**src/rtl/bus_arbiter.sv**
```systemverilog
// Two-master arbiter sharing one 64-bit Wishbone-style X-bus between
// instruction fetch (F, 32-bit words) and load/store (M, 64-bit doublewords).
// Grants are per transfer; a watchdog aborts transfers that never ack.
module bus_arbiter #(
    parameter bit          FAIR           = 1'b1,
    parameter int unsigned TIMEOUT_CYCLES = 255
) (
    input  logic        clk_i,
    input  logic        reset_i,
    // F-bus (instruction fetch)
    input  logic        f_cyc_i,
    input  logic [61:0] f_adr_i,
    output logic        f_ack_o,
    output logic [31:0] f_dat_o,
    output logic        f_err_o,
    // M-bus (load/store)
    input  logic        m_cyc_i,
    input  logic        m_we_i,
    input  logic [60:0] m_adr_i,
    input  logic [7:0]  m_sel_i,
    input  logic [63:0] m_dat_i,
    output logic        m_ack_o,
    output logic [63:0] m_dat_o,
    output logic        m_err_o,
    // X-bus (shared memory bus)
    output logic        x_cyc_o,
    output logic        x_we_o,
    output logic [60:0] x_adr_o,
    output logic [7:0]  x_sel_o,
    output logic [63:0] x_dat_o,
    input  logic        x_ack_i,
    input  logic [63:0] x_dat_i
);

    localparam int unsigned WD_W    = (TIMEOUT_CYCLES > 1) ? $clog2(TIMEOUT_CYCLES) : 1;
    localparam int unsigned WD_LAST = (TIMEOUT_CYCLES == 0) ? 0 : TIMEOUT_CYCLES - 1;
    localparam bit          WD_EN   = (TIMEOUT_CYCLES != 0);

    typedef enum logic [1:0] {
        IDLE  = 2'd0,
        GNT_F = 2'd1,
        GNT_M = 2'd2
    } state_e;

    state_e            state_q, state_d;
    logic              last_m_q, last_m_d;   // 1: M was granted last, 0: F
    logic [WD_W-1:0]   wd_q, wd_d;
    logic              f_err_q, f_err_d;
    logic              m_err_q, m_err_d;

    logic              owner_is_m;
    logic              owner_cyc;
    logic              other_cyc;
    logic              ack;
    logic              timeout;
    state_e            other_state;

    // Owner-relative view of the current grant
    always_comb begin
        owner_is_m  = (state_q == GNT_M);
        owner_cyc   = 1'b0;
        other_cyc   = 1'b0;
        other_state = IDLE;
        if (state_q == GNT_F) begin
            owner_cyc   = f_cyc_i;
            other_cyc   = m_cyc_i;
            other_state = GNT_M;
        end else if (state_q == GNT_M) begin
            owner_cyc   = m_cyc_i;
            other_cyc   = f_cyc_i;
            other_state = GNT_F;
        end
        ack     = owner_cyc & x_ack_i;
        timeout = WD_EN && (wd_q == WD_W'(WD_LAST)) && !ack;
    end

    // X-bus request mux, driven from the registered grant
    always_comb begin
        x_cyc_o = 1'b0;
        x_we_o  = 1'b0;
        x_adr_o = '0;
        x_sel_o = '0;
        x_dat_o = '0;
        case (state_q)
            GNT_F: begin
                x_cyc_o = f_cyc_i;
                x_adr_o = f_adr_i[61:1];
                x_sel_o = f_adr_i[0] ? 8'hF0 : 8'h0F;
            end
            GNT_M: begin
                x_cyc_o = m_cyc_i;
                x_we_o  = m_we_i;
                x_adr_o = m_adr_i;
                x_sel_o = m_sel_i;
                x_dat_o = m_dat_i;
            end
            default: ;
        endcase
    end

    // Ack and read-data return to the owning master
    always_comb begin
        f_ack_o = (state_q == GNT_F) & f_cyc_i & x_ack_i;
        m_ack_o = (state_q == GNT_M) & m_cyc_i & x_ack_i;
        f_dat_o = f_adr_i[0] ? x_dat_i[63:32] : x_dat_i[31:0];
        m_dat_o = x_dat_i;
        f_err_o = f_err_q;
        m_err_o = m_err_q;
    end

    // Arbitration, grant hand-over and watchdog next-state logic
    always_comb begin
        state_d  = state_q;
        last_m_d = last_m_q;
        wd_d     = '0;
        f_err_d  = 1'b0;
        m_err_d  = 1'b0;
        case (state_q)
            IDLE: begin
                if (m_cyc_i && f_cyc_i) begin
                    state_d = (!FAIR || !last_m_q) ? GNT_M : GNT_F;
                end else if (m_cyc_i) begin
                    state_d = GNT_M;
                end else if (f_cyc_i) begin
                    state_d = GNT_F;
                end
            end
            default: begin
                if (ack) begin
                    last_m_d = owner_is_m;
                    if (FAIR) begin
                        state_d = other_cyc ? other_state : state_q;
                    end else if (m_cyc_i) begin
                        state_d = GNT_M;
                    end else if (f_cyc_i) begin
                        state_d = GNT_F;
                    end else begin
                        state_d = IDLE;
                    end
                end else if (!owner_cyc) begin
                    // owner abandoned the transfer: no ack, no err
                    state_d = IDLE;
                end else if (timeout) begin
                    state_d  = IDLE;
                    last_m_d = owner_is_m;
                    m_err_d  = owner_is_m;
                    f_err_d  = !owner_is_m;
                end else if (WD_EN) begin
                    wd_d = wd_q + WD_W'(1);
                end
            end
        endcase
    end

    // State, last-grant, watchdog and err-pulse registers
    always_ff @(posedge clk_i or posedge reset_i) begin
        if (reset_i) begin
            state_q  <= IDLE;
            last_m_q <= 1'b0;
            wd_q     <= '0;
            f_err_q  <= 1'b0;
            m_err_q  <= 1'b0;
        end else begin
            state_q  <= state_d;
            last_m_q <= last_m_d;
            wd_q     <= wd_d;
            f_err_q  <= f_err_d;
            m_err_q  <= m_err_d;
        end
    end

endmodule

```
**config.mk**
```make
export PLATFORM = sky130hd
export DESIGN_NAME = bus_arbiter
export DESIGN_NICKNAME = d
export VERILOG_FILES = /design/src/rtl/bus_arbiter.sv
export SDC_FILE = /design/constraint.sdc
export NUM_CORES = 1
export LEC_CHECK = 0
export BUFFER_PORTS_ARGS = -buffer_cell sky130_fd_sc_hd__buf_2
export CORE_AREA = 3 3 195 197
export CTS_BUF_LIST = sky130_fd_sc_hd__clkbuf_16
export CTS_CLUSTER_DIAMETER = 30
export DETAILED_ROUTE_END_ITERATION = 7
export DIE_AREA = 0 0 198 200
export PLACE_DENSITY_LB_ADDON = 0.12
export SKIP_CTS_REPAIR_TIMING = 1
export SYNTH_ARGS = -nofsm -noshare
export SYNTH_HDL_FRONTEND = slang
export SYNTH_SLANG_ARGS = --single-unit
```
**constraint.sdc**
```tcl
create_clock -name clk_i -period 4.9 [get_ports clk_i]
set_input_delay 0.49 -clock clk_i [delete_from_list [all_inputs] [get_ports clk_i]]
set_output_delay 0.49 -clock clk_i [all_outputs]
set_load 0.01 [all_outputs]
```
==> metrics, run 1 <==
clock root buffer clkbuf_16; Crit Reg-Reg Startpoint state_q[1]; Worst setup EP type output port; share of cells above drive strength 1 0.670; worst-skew pair later-pin latency 240 ps; wirelength, routed 21.4 mm; initial antenna violation count 5; max-slew violations 0; Yosys reg bits 13; pwr dens approximately 340 nW/um^2; Yosys top cell area share 0.157; TNS Setup 0 ps; # DRC 0; port bufs 499; Post-synth EDFFs 0; Final setup viols 0; Die Y 200 um; Fin. Hold Viols 0; post-route clock period utilization 0.572; first-pass GRT wire length 28.4 mm; pre-CTS setup slack 2240 ps; clock buffer count from CTS 3; fin worst setup slack approximately 2100 ps; Hold Crit Class in2async; Max-Cap Viols 0; status finished clean; Mean Syn Cell Area about 7.5 um^2; Non-Filler Instances 1287; Inst Count DP 1281; Max Fclk ~360 MHz; capturing point of the worst reg2reg path state_q[1]; DRT iter0 DRCs 182; GRT Total Usage 0.0942; H-tree depth 1; Placer Congestion 0.771; post-synthesis sequential area ratio 0.106; top area cells in the synthesized netlist buf_4 (16%), a22oi_1 (15%), and2_1 (13%), nor2b_1 (12%), mux2_2 (12%); Crit Path Class reg2out; Slew HR 0.413; most used flip-flop cell after synthesis dfrtp_1; P_leak 3.09 nW; total grt overflow 0; CTS Buffer Depth 2; std cell rows 70; Die Area 39600 um^2; crit path max fanout 32; area leader, netlist buf_4; CTS Sinks 13; vias in the first global route 4441; Post-DRT Antenna Nets 0; syn nets 677; Vias 4471; Final Skew 0.928 ps; WL/cell around 17 um; CP Data Arrival Time about 2300 ps; Die W 198 um; Worst Tran Pin Value 880 ps; Synth warnings 0; Period minus WS final 2800 ps; CTS tree done; largest net degree at the start of global routing 65; initial core utilization 0.0840; core outline area 36400 um^2; RSZ-0062 raised after global routing no; Syn-to-layout area delta 85.5%; DP HPWL 18.5 mm; mapped cell area 3060 um^2; Via density 3.47; First-pass DRT Iterations 6; flop-to-flop setup slack 2400 ps; Syn Inst Count approximately 410; Clock Pin Slew Worst Setup and Hold Paths 50 ps; cell count of the worst reg-to-reg path 6; Cell variety after synth 37; Final nets between 1000 and 1500; VDD IR-drop max 0.175 mV; # IOs 500; ys async rst share 1.00; Worst setup SP type register; CP required 4410 ps
==> registers in the layout, summed over array words and instances (netlist names) <==
name and flops:
m_err_o 1, last_m_q 1, wd_q 8, state_q 2, f_err_o 1
==> metrics by stage <==
step	total power [W]	hold slack (ps)	util	area [um^2]
floorplan	0.00110	367	-	3060
global placement	0.00187	499	0.153	5590
detailed placement	0.00185	500	0.153	5590
CTS	0.00201	332	0.156	5670
global route	0.00214	363	0.156	5670
finish	0.00195	290	0.156	5670
==> cell usage after synthesis, types with 2 or more instances <==
cell and n:
ha_1 5, xor2_1 5, a21boi_0 9, nor2_1 10
nand3_1 4, a22oi_1 61, dfrtp_1 13, clkbuf_1 22
buf_2 6, and2_1 65, mux2_2 33, nand2_1 15
buf_4 64, inv_1 5, buf_1 6, a211o_1 2
nor2b_1 61, nand3b_1 2
==> critical path, cell delays in order (launching register included) <==
cell	delay [ps]
dfrtp_1	410
inv_1	90
ha_2	720
buf_4	410
a22oi_1	140
nor2b_1	120
buf_2	150
==> cell usage in the layout (no fill, tap or decap), drive strengths merged, types with 3 or more instances in the layout <==
cell	instances
nor2b	61
nand3	4
clkbuf	3
ha	5
a22oi	61
nand2	15
buf	505
inv	6
a21boi	9
nor2	10
xor2	5
and2	65
mux2	34
dfrtp	13
==> power by group <==
group	total, W	internal (W)	switching, W	leakage, nW
clock network	0.000156	0.000108	0.0000479	0.0423
registers	0.000129	0.000120	0.00000941	0.178
logic	0.00166	0.000718	0.000946	2.87
==> kinds of logic (layout without fill, tap and decap cells) <==
group | after synthesis | after routing | synth area share
xor gates and xnor gates | 6 | 6 | 0.0172
buffers and inverters | 104 | 514 | 0.211
muxes | 35 | 35 | 0.128
and+or+nand+nor | 167 | 167 | 0.326
DFF | 13 | 13 | 0.106
other | 0 | 2 | 0
AOI/OAI and AO/OA | 77 | 77 | 0.190
adders and majority gates | 5 | 5 | 0.0204
==> worst max-delay path by stage <==
stage,from,end,slack [ps],cells after the start
floorplan,state_q[0],x_sel_o[0],2870,7
CTS,state_q[1],x_adr_o[26],1970,5
detailed placement,state_q[1],x_adr_o[26],2240,5
global placement,state_q[1],x_adr_o[19],2220,5
global route,state_q[1],x_adr_o[35],1860,5
finish,state_q[1],x_adr_o[40],2100,6
==> area by class of cell <==
class	count	area (um^2)
Antenna cell	2	5.00
Clock buffer	3	75.1
Clock inverter	1	3.75
Fill cell	4276	30800
Inverter	5	18.8
Multi-Input combinational cell	290	2110
Sequential cell	13	325
Tap cell	468	586
Timing Repair Buffer	505	2550
==> per-layer routing <==
| metal | track usage | up-vias | wire (um) |
|---|---|---|---|
| li1 | - | 2150 | - |
| met1 | 0.114 | 2046 | 8390 |
| met2 | 0.175 | 249 | 11200 |
| met3 | 0.0206 | 20 | 1530 |
| met4 | 0.0131 | 6 | 228 |
| met5 | 0 | - | 36 |
Note: power is estimated with default switching activity, not from simulation.
==> inputs of run 2 (changes only) <==
--- a/config.mk
+++ b/config.mk
@@ -6,11 +6,11 @@
 export NUM_CORES = 1
 export LEC_CHECK = 0
 export BUFFER_PORTS_ARGS = -buffer_cell sky130_fd_sc_hd__buf_2
-export CORE_AREA = 3 3 195 197
+export CORE_AREA = 3 3 196 198
 export CTS_BUF_LIST = sky130_fd_sc_hd__clkbuf_16
 export CTS_CLUSTER_DIAMETER = 30
 export DETAILED_ROUTE_END_ITERATION = 7
-export DIE_AREA = 0 0 198 200
+export DIE_AREA = 0 0 199 201
 export PLACE_DENSITY_LB_ADDON = 0.12
 export SKIP_CTS_REPAIR_TIMING = 1
 export SYNTH_ARGS = -nofsm -noshare
==> constraint.sdc (replaced) <==
create_clock -name clk_i -period 2.9 [get_ports clk_i]
set_input_delay 0.29 -clock clk_i [delete_from_list [all_inputs] [get_ports clk_i]]
set_output_delay 0.29 -clock clk_i [all_outputs]
set_load 0.01 [all_outputs]
==> run 2 against run 1 <==
  * Via count is 0.69% lower
  * Highest routed layer unchanged
  * Final area is 0.49% higher
  * Critical path depth stayed put
  * Combinational power is 69% higher
  * First-iteration DRC count is 7.1% lower
  * Hold slack worse by 200 ps
  * Core utilization hardly changed
  * Worst setup slack worse by 1600 ps
==> metrics, run 2 (synthesis gave the netlist of run 1 again) <==
worst-skew pair later-pin latency 240 ps (about the same); Worst Tran Pin Value 615 ps (-265 ps); DR WL met2 12.4 mm (+11%); std cell rows 70 (unchanged); WL met3 1.51 mm (-1.7%); Worst setup SP type register; Post-DRT Antenna Nets 0 (unchanged); Die Area 40000 um^2 (+1.0%); Period minus WS final around 2400 ps; post-layout util 0.155 (-0.000365); share of cells above drive strength 1 0.670 (unchanged); post-route clock period utilization 0.820; Switching Share 0.508 (-0.00746); Final Skew 1.24 ps (+0.315 ps); Fin. Hold Viols 0 (unchanged); Max Fclk 421 MHz; Via density 3.45 (-0.77%); WL met1 8.02 mm (-4.4%); Syn-to-layout area delta 86.4%; First-pass DRT Iterations 4 (-2); Slew HR 0.590 (+0.177); Placer Congestion 0.782 (+1.3%); status finished clean; clock buffer count from CTS 3 (unchanged); crit path max fanout 56 (+75%); most frequent cells in the layout buf_2 (499), and2_1 (65), a22oi_1 (61), nor2b_1 (61), mux2_2 (33); # DRC 0 (unchanged); # IOs 500 (unchanged); Max-Cap Viols 0 (unchanged); Die W 199 um (+0.51%); first-pass GRT wire length 30.9 mm (+8.8%); Biggest register wd_q; Crit Reg-Reg Startpoint state_q[1]; WL/cell 17.2 um (+3.4%); DP HPWL 19.3 mm (+4.1%); Final nets 1088 (unchanged); Critical Path Source state_q[0]; core outline area 36700 um^2 (+0.72%); total grt overflow 0 (unchanged); H-tree depth 1 (unchanged); most common cell after layout, fill and taps aside buf_2; Clock Pin Slew Worst Setup and Hold Paths 50 ps (about the same); vias in the first global route 4640 (+4.5%); pre-CTS setup slack 667 ps (-1580 ps); final instance area 5700 um^2 (+0.49%); Crit Path Class reg2out; GRT Total Usage 0.102 (+0.00788); CP Data Arrival Time 2090 ps (-220 ps); pwr dens 578 nW/um^2 (+68%); largest net degree at the start of global routing 57 (-12%); top layer in use met5; Vias 4440 (-0.69%); TNS Setup 0 ps (unchanged); max reg flops 8 (unchanged); max-slew violations 0 (unchanged); overall power 0.00330 W (+69%); VDD IR-drop max 0.198 mV (+13%); Hold Crit Class in2async; wirelength, routed 22.2 mm (+3.5%); P_leak 3.10 nW (+0.24%); initial antenna violation count 9 (+4); CTS Sinks 13 (unchanged); FILL cells 4285 (+0.21%); port bufs 499 (unchanged); combinational share of power 0.852 (-0.002); Final setup viols 0 (unchanged); P_int 0.00162 W (+72%); fin worst setup slack 522 ps (-1570 ps); clock root buffer clkbuf_16; CTS Buffer Depth 2 (unchanged); Regs by FF count wd_q x8, state_q x2; net switching power 0.00167 W (+67%); Worst setup EP type output port; Flop pwr share 0.066 (about the same); CP required 2610 ps (-1800 ps); DRT iter0 DRCs 169 (-7.1%); CTS tree done; Die Y 201 um (+0.50%); clock share of power 0.081 (about the same); initial core utilization 0.0834 (-0.000601); placed cell areas 5620 um^2 (+0.45%); RSZ-0062 raised after global routing no
[run 2: cell types whose count changed in the layout (fill, tap and decap cells not counted), sizes merged]
| cell | before | now |
|---|---|---|
| diode | 2 | 3 |
[run 2: routing by layer]
metal,global-route usage,up-vias
li1,-,2149
met1,0.110,2031
met2,0.208,234
met3,0.0201,16
met4,0.00929,10
met5,0,-
[run 2: metrics by stage]
step                      instances  hold slack [ps]
after global placement         1281              390
after floorplan                 407              167
after global routing           1286              162
after detailed placement       1281              388
after CTS                      1285              128
final                          1288             92.0
[run 2: cell type report]
class	instances	area [um^2]	share of cell area
well taps	468	586	0.103
multi-input cells	290	2110	0.369
repair buffers	505	2580	0.452
flip-flops and latches	13	325	0.0571
clock buffers	3	75.1	0.0132
diodes	3	7.51	0.00132
inverters	5	18.8	0.00329
clock inverters	1	3.75	0.000658
[run 2: power groups by stage]
stage	clock network [W]	registers, W	logic [W]
2_1_floorplan	0	0.000216	0.00165
3_3_place_gp	0	0.000223	0.00295
3_5_place_dp	0	0.000222	0.00291
4_1_cts	0.000271	0.000218	0.00291
5_1_grt	0.000286	0.000221	0.00310
6_report	0.000268	0.000218	0.00281
[run 2: path summary, 6_finish.rpt]
path | endpoint | slack, ps | cells past startpoint
min in group clk_i | m_err_o | 430 | 2
hold / removal | wd_q[3] | 90 | 2
setup / recovery | x_adr_o[41] | 520 | 6
max in group asynchronous | state_q[0] | 2440 | 2
setup reg to reg | state_q[1] | 710 | 7
hold reg to reg | last_m_q | 510 | 1
[run 2: worst max-delay path, stage by stage (launching register included)]
cell,delay [ps]
dfrtp_1,380
inv_1,140
ha_4,390
buf_4,470
a22oi_1,140
nor2b_1,150
buf_2,140
